$ cat src/rtl/audio_frame_sequencer.sv
// Sample-rate pacer for the synth-to-codec path: each sample period it scans the voice
// slots over a shared req/ack port, sums the active voices and writes one saturated stereo word.
module audio_frame_sequencer #(
  parameter int NUM_VOICES  = 8,
  parameter int VIDX_W      = 3,
  parameter int SAMPLE_W    = 16,
  parameter int CLK_DIV     = 1042,
  parameter int ACK_TIMEOUT = 64
) (
  input  logic                  CLOCK_50,
  input  logic                  reset_n,
  input  logic                  enable,
  input  logic [NUM_VOICES-1:0] voice_active,
  output logic                  voice_req,
  output logic [VIDX_W-1:0]     voice_sel,
  input  logic                  voice_ack,
  input  logic [SAMPLE_W-1:0]   voice_sample,
  input  logic                  audio_out_allowed,
  output logic                  write_audio_out,
  output logic [31:0]           left_channel_audio_out,
  output logic [31:0]           right_channel_audio_out,
  output logic                  sample_tick,
  output logic                  busy,
  output logic [15:0]           underrun_count
);

  localparam int ACC_W = SAMPLE_W + VIDX_W;
  localparam int DIV_W = $clog2(CLK_DIV);
  localparam int TMO_W = $clog2(ACK_TIMEOUT + 1);

  localparam logic [DIV_W-1:0]        DIV_LAST = DIV_W'(CLK_DIV - 1);
  localparam logic [TMO_W-1:0]        TMO_LAST = TMO_W'(ACK_TIMEOUT - 1);
  localparam logic [VIDX_W-1:0]       IDX_LAST = VIDX_W'(NUM_VOICES - 1);
  localparam logic signed [ACC_W-1:0] SAT_MAX  = {{(VIDX_W+1){1'b0}}, {(SAMPLE_W-1){1'b1}}};
  localparam logic signed [ACC_W-1:0] SAT_MIN  = {{(VIDX_W+1){1'b1}}, {(SAMPLE_W-1){1'b0}}};

  typedef enum logic [1:0] {IDLE, REQ, SAT, WRITE} state_e;

  state_e                   state_q, state_d;
  logic [DIV_W-1:0]         div_q, div_d;
  logic [VIDX_W-1:0]        idx_q, idx_d;
  logic [TMO_W-1:0]         tmo_q, tmo_d;
  logic signed [ACC_W-1:0]  acc_q, acc_d;
  logic [SAMPLE_W-1:0]      mix_q, mix_d;
  logic                     write_q, write_d;
  logic [15:0]              underrun_q, underrun_d;

  logic                     div_last;
  logic                     slot_done;
  logic signed [ACC_W-1:0]  sample_ext;

  assign div_last    = (div_q == DIV_LAST);
  assign sample_tick = enable & div_last;
  assign sample_ext  = {{VIDX_W{voice_sample[SAMPLE_W-1]}}, voice_sample};

  // NOTE: every signal written here gets a default first, so no path leaves one
  // unassigned and no latch is inferred; blocking '=' is correct in combinational logic.
  always_comb begin
    state_d    = state_q;
    div_d      = div_q;
    idx_d      = idx_q;
    tmo_d      = tmo_q;
    acc_d      = acc_q;
    mix_d      = mix_q;
    write_d    = 1'b0;
    underrun_d = underrun_q;
    voice_req  = 1'b0;
    slot_done  = 1'b0;

    if (!enable)       div_d = '0;
    else if (div_last) div_d = '0;
    else               div_d = div_q + 1'b1;

    // A tick that lands mid-frame is dropped and counted; the frame finishes normally.
    if (sample_tick && state_q != IDLE && underrun_q != 16'hFFFF)
      underrun_d = underrun_q + 16'd1;

    if (!enable) begin
      state_d = IDLE;
    end else begin
      unique case (state_q)
        IDLE: begin
          if (sample_tick) begin
            acc_d   = '0;
            idx_d   = '0;
            tmo_d   = '0;
            state_d = REQ;
          end
        end
        REQ: begin
          // voice_active only matters on a slot's first cycle (tmo_q == 0).
          if (tmo_q == '0 && !voice_active[idx_q]) begin
            slot_done = 1'b1;
          end else begin
            voice_req = 1'b1;
            if (voice_ack) begin
              acc_d     = acc_q + sample_ext;
              slot_done = 1'b1;
            end else if (tmo_q == TMO_LAST) begin
              slot_done = 1'b1;
            end else begin
              tmo_d = tmo_q + 1'b1;
            end
          end
          if (slot_done) begin
            tmo_d = '0;
            if (idx_q == IDX_LAST) state_d = SAT;
            else                   idx_d   = idx_q + 1'b1;
          end
        end
        SAT: begin
          if (acc_q > SAT_MAX)      mix_d = SAT_MAX[SAMPLE_W-1:0];
          else if (acc_q < SAT_MIN) mix_d = SAT_MIN[SAMPLE_W-1:0];
          else                      mix_d = acc_q[SAMPLE_W-1:0];
          state_d = WRITE;
        end
        WRITE: begin
          if (audio_out_allowed) begin
            write_d = 1'b1;
            state_d = IDLE;
          end
        end
        default: state_d = IDLE;
      endcase
    end
  end

  // NOTE: state registers use non-blocking '<=' so every flop samples pre-edge values.
  always_ff @(posedge CLOCK_50 or negedge reset_n) begin
    if (!reset_n) begin
      state_q    <= IDLE;
      div_q      <= '0;
      idx_q      <= '0;
      tmo_q      <= '0;
      acc_q      <= '0;
      mix_q      <= '0;
      write_q    <= 1'b0;
      underrun_q <= '0;
    end else begin
      state_q    <= state_d;
      div_q      <= div_d;
      idx_q      <= idx_d;
      tmo_q      <= tmo_d;
      acc_q      <= acc_d;
      mix_q      <= mix_d;
      write_q    <= write_d;
      underrun_q <= underrun_d;
    end
  end

  assign voice_sel               = idx_q;
  assign write_audio_out         = write_q;
  assign left_channel_audio_out  = {mix_q, {(32-SAMPLE_W){1'b0}}};
  assign right_channel_audio_out = {mix_q, {(32-SAMPLE_W){1'b0}}};
  assign busy                    = (state_q != IDLE);
  assign underrun_count          = underrun_q;

endmodule

$ cat config.mk
export PLATFORM = sky130hd
export DESIGN_NAME = audio_frame_sequencer
export DESIGN_NICKNAME = d
export VERILOG_FILES = /design/src/rtl/audio_frame_sequencer.sv
export SDC_FILE = /design/constraint.sdc
export NUM_CORES = 1
export LEC_CHECK = 0
export CAP_MARGIN = 25
export CORE_ASPECT_RATIO = 1.1
export CORE_MARGIN = 2
export CORE_UTILIZATION = 45
export DETAILED_ROUTE_END_ITERATION = 12
export HOLD_SLACK_MARGIN = 0.03
export PLACE_DENSITY_LB_ADDON = 0.2
export SETUP_SLACK_MARGIN = 0.02
export SLEW_MARGIN = 10
export SYNTH_ARGS = -nofsm -noshare
export SYNTH_HDL_FRONTEND = slang
export SYNTH_SLANG_ARGS = --single-unit
export TNS_END_PERCENT = 10
$ cat constraint.sdc
create_clock -name CLOCK_50 -period 2.3 [get_ports CLOCK_50]
set_input_delay 0.23 -clock CLOCK_50 [delete_from_list [all_inputs] [get_ports CLOCK_50]]
set_output_delay 0.23 -clock CLOCK_50 [all_outputs]
set_load 0.05 [all_outputs]
==> summary.md <==
| Metric | Value |
|---|---|
| Setup WS post-layout | `-32.7 ps` |
| Dpl hpwl | `7780 um` |
| Multi-input logic area | `between 0.002 and 0.0025 mm2` |
| Drt drc | `0` |
| Part of the cycle the worst path needs | `101%` |
| Cell taking the most area after synthesis | `dfrtp_1` |
| CORE AREA | `0.00998 mm2` |
| Htree depth | `3` |
| Number of global-route vias before repair | `between 3000 and 4000` |
| Final #Nets | `~670` |
| Synthesized cell area | `around 0.0047 mm2` |
| Slew Limit Fails | `0` |
| Arr. time, crit path | `2550 ps` |
| Final Non-Filler Cells | `732` |
| Io pins | `116` |
| Clock-pin slew on the worst setup and hold paths | `roughly 70 ps` |
| CP Class | `reg -> reg` |
| Post-synthesis area per instance | `9.44 um2` |
| Worst Clk Skew | `around 8.6 ps` |
| Req. time, crit path | `between 2000 and 3000 ps` |
| Top post-synthesis cells by count | `dfrtp_1 (75), nand2_1 (72), buf_4 (48)` |
| Dpl ws | `-387 ps` |
| Cells on worst reg2reg path | `8` |
| CTS Buf Count | `9` |
| Layout area overhead | `30.5%` |
| Hold Violations, Final | `0` |
| # rows | `38` |
| Post-synth cell types | `53` |
| Port buffer count | `slightly above 80` |
| Clock buffer depth | `2` |
| RSZ-0062 raised after global routing | `yes` |
| Antenna diodes | `0` |
| Initial Util | `~47%` |
| Most common cell in the netlist | `dfrtp_1` |
| Sequential fraction of the synthesis area | `approximately 40%` |
| Cell Pwr Density | `between 1000 and 1500 mW/mm2` |
| Antenna-violating nets left | `0` |
| WL/cell | `between 10 and 15 um` |
| Layout fillers | `~900` |
| Total design power | `about 7.5 mW` |
| Dpl cells | `712` |
| NetSw | `about 3.4 mW` |
| EDFF count, synth | `0` |
| Synth Flop Type | `dfrtp_1` |
| Synth area leaders | `dfrtp_1 (40%), ha_1 (7.8%), buf_4 (7.7%), nand2_1 (5.8%), xnor2_1 (5.1%)` |
| Hold WS | `around 410 ps` |
| Setup tns final | `-78.5 ps` |
| Leakage | `between 2 and 3 nW` |
| CP endpoint kind | `flip-flop` |
| Area share of the largest cell type after synthesis | `between 40 and 50%` |
| Die span in y | `around 110 um` |
| Switching share of power | `approximately 46%` |
| 1st-iter DRT viols | `around 170` |
| DR vias/cell | `roughly 5.2` |
| Clock sinks | `75` |
| Max_slew headroom | `between 40% and 50%` |
| Full die area | `around 0.011 mm2` |
| Async S/R FF share, synth | `100%` |
| # setup viols final | `3` |
| Max-cap violation count | `0` |
| Status | `finished with violations` |
| Worst Tran Pin Value | `808 ps` |
| Initial antenna violation count | `0` |
| Synthesized flop and latch total | `75` |
| Placed Area | `0.00573 mm2` |
| First drt pass iteration count | `4` |
| Comb pwr share | `58.6%` |
| Layout cells sized above 1 | `between 10% and 20%` |
| Synth warn | `0` |
| Final wirelength | `10300 um` |
| First-pass GRT wire length | `roughly 17000 um` |
| Skew-Pair Late Insertion Delay | `350 ps` |
| Die width | `a little over 100 um` |
| Reg power frac | `between 20% and 30%` |
| Final Instance Area | `about 0.006 mm2` |
| Largest net degree at the start of global routing | `45` |
| Int Pwr | `4.09 mW` |
| Fin util | `a little over 60%` |
| Clock Power Share | `approximately 15%` |
| GRT Total Usage | `18.8%` |
| GPL Wtd Cong | `roughly 0.87` |
| Peak VDD IR | `roughly 0.00050 V` |
| Vias | `around 3800` |
| Hold Path Class | `in -> async` |
| Min Clock Period, post-route | `around 2300 ps` |
| Total congestion overflow | `0` |
| Storage element area | `roughly 0.0019 mm2` |
| CTS tree | `built` |
| Worst setup SP type | `flip-flop` |
| Worst-path fanout max | `5` |
| Failing checks | `setup timing` |
| Synth Instances | `between 400 and 500` |
| Root buffer cell | `clkbuf_8` |
| Fmax | `approximately 0.43 GHz` |
-- power groups by stage --
stage               logic, mW  clock network (mW)  registers [mW]
finish                   4.40                1.10            2.01
global route             4.75                1.19            2.07
CTS                      4.30                1.12            2.01
detailed placement       4.20                   0            2.04
global placement         4.14                   0            2.02
floorplan                2.50                   0            2.46
-- flip-flops by register name (all words and copies together), names as in the netlist --
| signal | flops |
|---|---|
| acc_q | 19 |
| div_q | 11 |
| mix_q | 16 |
| state_q | 2 |
| tmo_q | 7 |
| underrun_count | 16 |
| voice_sel | 3 |
| write_audio_out | 1 |
-- metal layers --
metal  part of all wire, %  global-route usage [%]  wire length [um]  vias to the layer above
met5                     0                       0                 0                        -
met4                   1.4                    6.31               143                        0
met3                   3.7                    3.40               383                       10
met2                    52                    32.8              5360                       75
li1                      -                       -                 -                     1877
met1                    43                    23.2              4430                     1829
-- cell families after synthesis --
logic type                 after synthesis  share of synthesized area [%]
AOI/OAI and AO/OA                      102                           14.5
xor gates and xnor gates                40                           7.53
adders and majority gates               30                           8.23
buffers and inverters                   78                           10.3
DFF                                     75                           40.3
muxes                                    9                           2.69
other                                    1                         0.0806
and+or+nand+nor                        158                           16.4
-- worst paths after layout --
kind | end | slack, ps | startpoint
max | state_q[1]$_DFFE_PN0P_ | -30 | voice_sel[0]$_DFFE_PN0P_
min | div_q[6]$_DFF_PN0_ | 410 | reset_n
max reg2reg | state_q[1]$_DFFE_PN0P_ | -30 | voice_sel[0]$_DFFE_PN0P_
min reg2reg | underrun_count[12]$_DFFE_PN0P_ | 500 | underrun_count[12]$_DFFE_PN0P_
max in group asynchronous | acc_q[12]$_DFFE_PN0P_ | 1330 | reset_n
min in group CLOCK_50 | underrun_count[12]$_DFFE_PN0P_ | 500 | underrun_count[12]$_DFFE_PN0P_
-- worst max-delay path, cell delays in order (launching register included) --
cell and delay, ps:
dfrtp_2 400, mux4_2 520, mux2i_2 210, nand4_2 160, buf_6 170, a21bo_1 160, a222oi_1 310, nor2b_1 140
mux2i_1 140
-- cell usage in the layout, fill, tap and decap left out, types with 4 or more instances in the layout --
master	instances
nand3_1	29
a22o_1	15
nand4_1	7
inv_1	16
clkbuf_1	4
a21oi_1	18
nor2_1	18
xor2_1	13
buf_12	4
and3_1	7
mux2i_1	4
nand2_1	72
a21oi_2	4
dfrtp_1	73
ha_1	27
o21ai_0	31
a21o_1	6
conb_1	32
xnor2_1	27
clkbuf_8	10
buf_4	46
o31ai_1	4
clkdlybuf4s50_1	80
-- repair_timing --
item	4_1_cts	5_1_grt
endpoints found under the hold margin	43	0
hold buffers	1	0
setup endpoints to repair	8	34
resized for setup	7	12
setup buffers	1	2
pin swaps	1	7
-- final cells by class --
type,instances,share of cell area [%]
clock buffer,14,2.51
clock inverter,2,0.989
inverter,16,0.989
multi-input combinational,371,41.2
sequential,75,30.9
tap,120,2.47
timing repair buffer,134,20.9
Power figures use the tool's default switching activity.
